[config.mk]
export PLATFORM = sky130hd
export DESIGN_NAME = fpu_issue_ctrl
export DESIGN_NICKNAME = d
export VERILOG_FILES = /design/src/rtl/fpu_issue_ctrl.sv
export SDC_FILE = /design/constraint.sdc
export NUM_CORES = 1
export LEC_CHECK = 0
export CORE_MARGIN = 3
export CORE_UTILIZATION = 48
export CTS_CLUSTER_SIZE = 14
export DETAILED_ROUTE_END_ITERATION = 8
export DONT_BUFFER_PORTS = 1
export GPL_ROUTABILITY_DRIVEN = 1
export SETUP_SLACK_MARGIN = 0.3
export SYNTH_ARGS = -nofsm -noshare
export SYNTH_HDL_FRONTEND = slang
export SYNTH_SLANG_ARGS = --single-unit
[constraint.sdc]
create_clock -name clk -period 2.3 [get_ports clk]
set_input_delay 0.46 -clock clk [delete_from_list [all_inputs] [get_ports clk]]
set_output_delay 0.46 -clock clk [all_outputs]
set_load 0.05 [all_outputs]
[src/rtl/fpu_issue_ctrl.sv]
// EX-stage sequencer for the float unit: holds opcode/operands while the pipeline
// stalls for the instruction latency, then presents the captured result as a one-cycle pulse.
module fpu_issue_ctrl #(
    parameter int DATA_W = 32,
    parameter int CNT_W  = 4
) (
    input  logic              clk,
    input  logic              rstn,
    input  logic              issue_valid,
    input  logic [4:0]        fpu_cont_in,
    input  logic [CNT_W-1:0]  fpu_stall_in,
    input  logic [4:0]        rd_in,
    input  logic [DATA_W-1:0] x1_in,
    input  logic [DATA_W-1:0] x2_in,
    input  logic              flush,
    input  logic [DATA_W-1:0] fpu_y,
    output logic [4:0]        fpu_cont_out,
    output logic [DATA_W-1:0] x1_out,
    output logic [DATA_W-1:0] x2_out,
    output logic              stall_out,
    output logic              busy,
    output logic              wb_valid,
    output logic [DATA_W-1:0] wb_data,
    output logic [4:0]        wb_rd
);

    typedef enum logic [0:0] {
        IDLE = 1'b0,
        WAIT = 1'b1
    } state_t;

    localparam logic [CNT_W-1:0] CNT_ZERO = {CNT_W{1'b0}};
    localparam logic [CNT_W-1:0] CNT_ONE  = {{(CNT_W-1){1'b0}}, 1'b1};

    state_t              state_q, state_d;
    logic [CNT_W-1:0]    cnt_q, cnt_d;
    logic [4:0]          cont_q, cont_d;
    logic [4:0]          rd_q, rd_d;
    logic [DATA_W-1:0]   x1_q, x1_d;
    logic [DATA_W-1:0]   x2_q, x2_d;
    logic                wb_valid_q, wb_valid_d;
    logic [DATA_W-1:0]   wb_data_q, wb_data_d;
    logic [4:0]          wb_rd_q, wb_rd_d;
    logic                stall_s;

    // State and held-copy registers
    always_ff @(posedge clk or negedge rstn) begin
        if (!rstn) begin
            state_q    <= IDLE;
            cnt_q      <= CNT_ZERO;
            cont_q     <= 5'd0;
            rd_q       <= 5'd0;
            x1_q       <= {DATA_W{1'b0}};
            x2_q       <= {DATA_W{1'b0}};
            wb_valid_q <= 1'b0;
            wb_data_q  <= {DATA_W{1'b0}};
            wb_rd_q    <= 5'd0;
        end else begin
            state_q    <= state_d;
            cnt_q      <= cnt_d;
            cont_q     <= cont_d;
            rd_q       <= rd_d;
            x1_q       <= x1_d;
            x2_q       <= x2_d;
            wb_valid_q <= wb_valid_d;
            wb_data_q  <= wb_data_d;
            wb_rd_q    <= wb_rd_d;
        end
    end

    // Next-state, capture and stall decision
    always_comb begin
        state_d    = state_q;
        cnt_d      = cnt_q;
        cont_d     = cont_q;
        rd_d       = rd_q;
        x1_d       = x1_q;
        x2_d       = x2_q;
        wb_valid_d = 1'b0;
        wb_data_d  = wb_data_q;
        wb_rd_d    = wb_rd_q;
        stall_s    = 1'b0;
        case (state_q)
            IDLE: begin
                if (issue_valid && !flush) begin
                    cont_d = fpu_cont_in;
                    rd_d   = rd_in;
                    x1_d   = x1_in;
                    x2_d   = x2_in;
                    cnt_d  = fpu_stall_in;
                    if (fpu_stall_in == CNT_ZERO) begin
                        wb_valid_d = 1'b1;
                        wb_data_d  = fpu_y;
                        wb_rd_d    = rd_in;
                    end else begin
                        state_d = WAIT;
                        stall_s = 1'b1;
                    end
                end else begin
                    state_d = IDLE;
                end
            end
            WAIT: begin
                // Flush beats completion, even on the final count.
                if (flush) begin
                    state_d = IDLE;
                    cnt_d   = CNT_ZERO;
                end else if (cnt_q == CNT_ONE) begin
                    state_d    = IDLE;
                    cnt_d      = CNT_ZERO;
                    wb_valid_d = 1'b1;
                    wb_data_d  = fpu_y;
                    wb_rd_d    = rd_q;
                end else begin
                    cnt_d   = cnt_q - CNT_ONE;
                    stall_s = 1'b1;
                end
            end
            default: begin
                state_d = IDLE;
                cnt_d   = CNT_ZERO;
            end
        endcase
    end

    // Operand path: pass-through when idle, held copies while waiting
    always_comb begin
        if (state_q == WAIT) begin
            fpu_cont_out = cont_q;
            x1_out       = x1_q;
            x2_out       = x2_q;
        end else begin
            fpu_cont_out = fpu_cont_in;
            x1_out       = x1_in;
            x2_out       = x2_in;
        end
    end

    assign stall_out = stall_s && !flush;
    assign busy      = (state_q == WAIT);
    assign wb_valid  = wb_valid_q;
    assign wb_data   = wb_data_q;
    assign wb_rd     = wb_rd_q;

endmodule

* Yosys cells after proc, flatten, opt, wreduce, memory -nomap -nowiden
Cells that the tools add are included.
** Word-level totals
- Register bits :: 117
- Input port bits :: 114
- Output and inout port bits :: 109
- Word-level logic and storage cells :: 49
** Operators by class
- Add/subtract/negate cells :: 1
- Eq/ne operators :: 5
- Muxes and demuxes :: 27
- Bitwise logic cells :: 1
- Reductions and logical operators :: 6
** Operators by type and width (count)
- $mux W32 :: 6
- $pmux W32 S2 :: 1
- $mux W5 :: 5
- $mux W4 :: 3
- $pmux W5 S2 :: 1
- $mux W1 :: 8
- $pmux W4 S2 :: 1
- $ne A2 B2 Y1 const B :: 3
- $eq A4 B1 Y1 const B :: 1
- $logic_not A4 Y1 :: 1
- $pmux W1 S2 :: 2
- $reduce_and A4 Y1 :: 1
- $sub A4 B1 Y4 const B :: 1
- $logic_and A1 B1 Y1 :: 2
- $ne A2 B1 Y1 const B :: 1
- $reduce_and A2 Y1 :: 1
- $logic_not A1 Y1 :: 1
- $not A1 Y1 :: 1

* Logic depth before layout (Yosys ltp)
- Depth in word-level cells :: 5
- Gate-level depth with buffers :: 7
- Gate-level depth less buffers :: 5

* Worst setup path after synthesis
Ideal clock, no wire load.
- Path type :: register -> output
- From :: register state_q, in the netlist busy
- To :: output port stall_out
- Arrival time :: 2.081 ns
- Data required time :: 1.840 ns
- Path slack :: -0.241 ns
- Cell stages (with the launch flop) :: 5
- Buffers on the path :: 1
- Cell sequence :: dfrtp_1 -> clkbuf_1 -> inv_1 -> nand2_1 -> o21ai_0
** On the way
- Word-level cells in the longest chain between the ends :: 3
** Ends and longest elaborated chain
- start, declared :: line 35 : state_t state_q, state_d;
- start signal, assigned :: line 59 : state_q <= state_d;
- $not A1 Y1 (no source line)
- $pmux W1 S2 (*) :: line 83 : case (state_q)
- $logic_and A1 B1 Y1 (*) :: line 139 : assign stall_out = stall_s && !flush;
- end, declared :: line 20 : output logic stall_out,
Every way passes the cells marked *; elsewhere a longest branch is shown, timed or not.

* Worst setup path in the final report
- From :: register state_q, in the netlist busy
- To :: output port x2_out[23]
** On the way
- Word-level cells in the longest chain between the ends :: 1
** Ends and longest elaborated chain
- $mux W32 :: line 128 : if (state_q == WAIT) begin
- end, declared :: line 19 : output logic [DATA_W-1:0] x2_out,
No other way between the ends.

==> flow_metrics.env <==
export IMPL_viasPerCell=5.751
export IMPL_fillCellCount=785
export IMPL_syn2layout_area_growth_pct=29.21
export IMPL_critPathBufInv=3
export IMPL_ios=223
export IMPL_clock_latency_ns=0.40
export IMPL_diodes=0
export IMPL_fin_skew_ns=0.01137
export IMPL_crit_arrival_ns=1.71
export IMPL_synth_ff_type="dfrtp_1"
export IMPL_holdWs_ns=-0.2502
export IMPL_synth_area_leaders="dfrtp_1 54%, mux2_2 34%, mux2_4 5.2%"
export IMPL_wl_per_cell_um=23.27
export IMPL_core_um2=10980
export IMPL_status="finished, violations left"
export IMPL_min_path_type="primary input to asynchronous set/reset pin"
export IMPL_cts_buffers=17
export IMPL_yosysWarnings=0
export IMPL_clock_fmax_ghz=0.4608
export IMPL_vias=3192
export IMPL_grt_pass1_wl_um=18760
export IMPL_synth_fp_nets=473
export IMPL_worst_slew_pin_slew_ns=0.5337
export IMPL_antenna_found_initial=0
export IMPL_critPathLaunchType="flip-flop"
export IMPL_relSlewSlack_pct=64.42
export IMPL_avgSynthCellArea_um2=15.32
export IMPL_synth_top_area_share_pct=53.52
export IMPL_initial_core_util_pct=49.81
export IMPL_synthArstFlopShare_pct=100.0
export IMPL_grt_overflow=0
export IMPL_grt_max_degree=118
export IMPL_netlist_instances=357
export IMPL_die_w_um=112.8
export IMPL_gp_congestion=0.7344
export IMPL_maxSlewViolCount=0
export IMPL_yosysSeqAreaShare_pct=53.52
export IMPL_grt_setup_unrepaired="true"
export IMPL_drtIter0Drc=174
export IMPL_cts_tree="built"
export IMPL_drt_wl_total_um=12920
export IMPL_hpwl_um=7629
export IMPL_min_period_ns=2.170
export IMPL_layout_common_cells="116 x dfrtp_1, 96 x mux2_2, 89 x mux2_4"
export IMPL_end_kind="output port"
export IMPL_cellLeakagePower_nw=3.137
export IMPL_ant_nets=0
export IMPL_rows=38
export IMPL_layout_drive_gt1_share_pct=64.82
export IMPL_r2r_setup_slack_ns=0.31
export IMPL_powerDensity_nw_per_um2=1419
export IMPL_cts_sinks=117
export IMPL_synthesis_area_um2=5470
export IMPL_layout_nets=518
export IMPL_clk_pin_slew_ns=0.05
export IMPL_finalSetupViolCount=0
export IMPL_crit_chain="buf_12 -> buf_12 -> buf_16 -> mux2_4"
export IMPL_grt_pass1_vias=3439
export IMPL_critPathMaxStageDelay_ns=0.51
export IMPL_synth_seq_cells=117
export IMPL_layout_commonest_cell="dfrtp_1"
export IMPL_layout_setup_ws_ns=0.1297
export IMPL_drcViolationCount=0
export IMPL_cts_max_level=4
export IMPL_crit_path_top_delay_cell="dfrtp_4"
export IMPL_violations="hold timing"
export IMPL_yosysTopAreaCell="dfrtp_1"
export IMPL_worstPathRequired_ns=1.84
export IMPL_tns_ns=0
export IMPL_cap_violations=0
export IMPL_firstDrtPassIters=4
export IMPL_clockBufferDepth=2
export IMPL_synth_edf_count=0
export IMPL_crit_path_frequent_cell="buf_12"
export IMPL_dieArea_um2=12710
export IMPL_grt_use_total_pct=19.18
export IMPL_synth_distinct_cells=31
export IMPL_ir_worst_vdd_uv=973.5
export IMPL_hold_viol_final=117
export IMPL_crit_type="flip-flop to output port"
export IMPL_min_period_over_period_pct=94.36
export IMPL_critPathMaxFanout=5
export IMPL_die_h_um=112.8
export IMPL_pre_cts_slack_ns=0.2310
export IMPL_cpLargestDelayFamily="flip-flops"
export IMPL_cts_root_buf="clkbuf_16"
export IMPL_port_buffers=0
## final timing paths
kind / start / endpoint / cells after the start
worst max-delay path: busy / x2_out[23] / 4
worst min-delay path: rstn / x1_q[25] / 0
worst min register to register: rd_q[1] / rd_q[1] / 1
worst max register to register: cnt_q[1] / wb_data[0] / 6
min in group clk: flush / cnt_q[0] / 1
max in group asynchronous: rstn / busy / 0
## synthesized netlist by cell type, types with 2 or more instances
cell     instances
mux2_4          19
o21ai_0          3
ha_1             2
buf_2           15
mux2_2         166
nand2_1          3
inv_1            6
dfrtp_1        117
buf_12           3
o22ai_1          2
## registers in the layout (all words and copies together) (netlist names), 4 cells and up
register  flops
x2_q         32
wb_data      32
cnt_q         4
wb_rd         5
cont_q        5
x1_q         32
rd_q          5
## layout make-up
class	count	area [µm²]	area share, %
flip-flops and latches	117	2932	41.48
clock buffers	23	467.9	6.621
inverters	6	22.52	0.3186
well taps	140	175.2	2.478
multi-input cells	213	2670	37.78
repair buffers	47	698.2	9.878
clock inverters	9	102.6	1.452
## layer usage
metal / up-vias / track usage (%) / wire length (µm)
met5: - / 0 / 0
met4: 0 / 5.769 / 121
met3: 13 / 9.626 / 1362
met2: 151 / 30.49 / 6358
met1: 1644 / 22.99 / 5075
li1: 1384 / - / -
## power by group
part | internal, mW | leakage [nW] | switching, mW
clock | 1.64 | 0.273 | 0.885
sequential | 2.75 | 1.40 | 1.64
combinational | 1.52 | 1.47 | 1.60
total | 5.91 | 3.14 | 4.12
## stage by stage
stage	power (mW)	hold slack [ns]	cell area [µm²]	util, %	cells
2_1_floorplan	6.540	0.1644	5478	-	357
3_3_place_gp	6.828	0.1673	5629	51.25	487
3_5_place_dp	6.886	0.1675	5629	51.25	487
4_1_cts	10.01	-0.2720	6863	62.49	542
5_1_grt	10.42	-0.2749	7068	64.35	555
6_report	10.03	-0.2502	7068	64.35	555
## kinds of logic after synthesis
group / share of synthesized area, %
muxes: 39.57
AOI/OAI and AO/OA: 1.601
buffers and inverters: 3.156
xor gates and xnor gates: 0.1601
and+or+nand+nor: 1.532
DFF: 53.52
adders and majority gates: 0.4574
## repair_timing
item                                    4_1_cts  5_1_grt
resized for setup                            95       13
buffers inserted                             17        8
cloned                                        6        5
endpoints found under the hold margin       117      117
pin swaps                                     2        4
endpoints found under the setup margin       97      179
No activity file was read; power rests on OpenSTA's default activity.
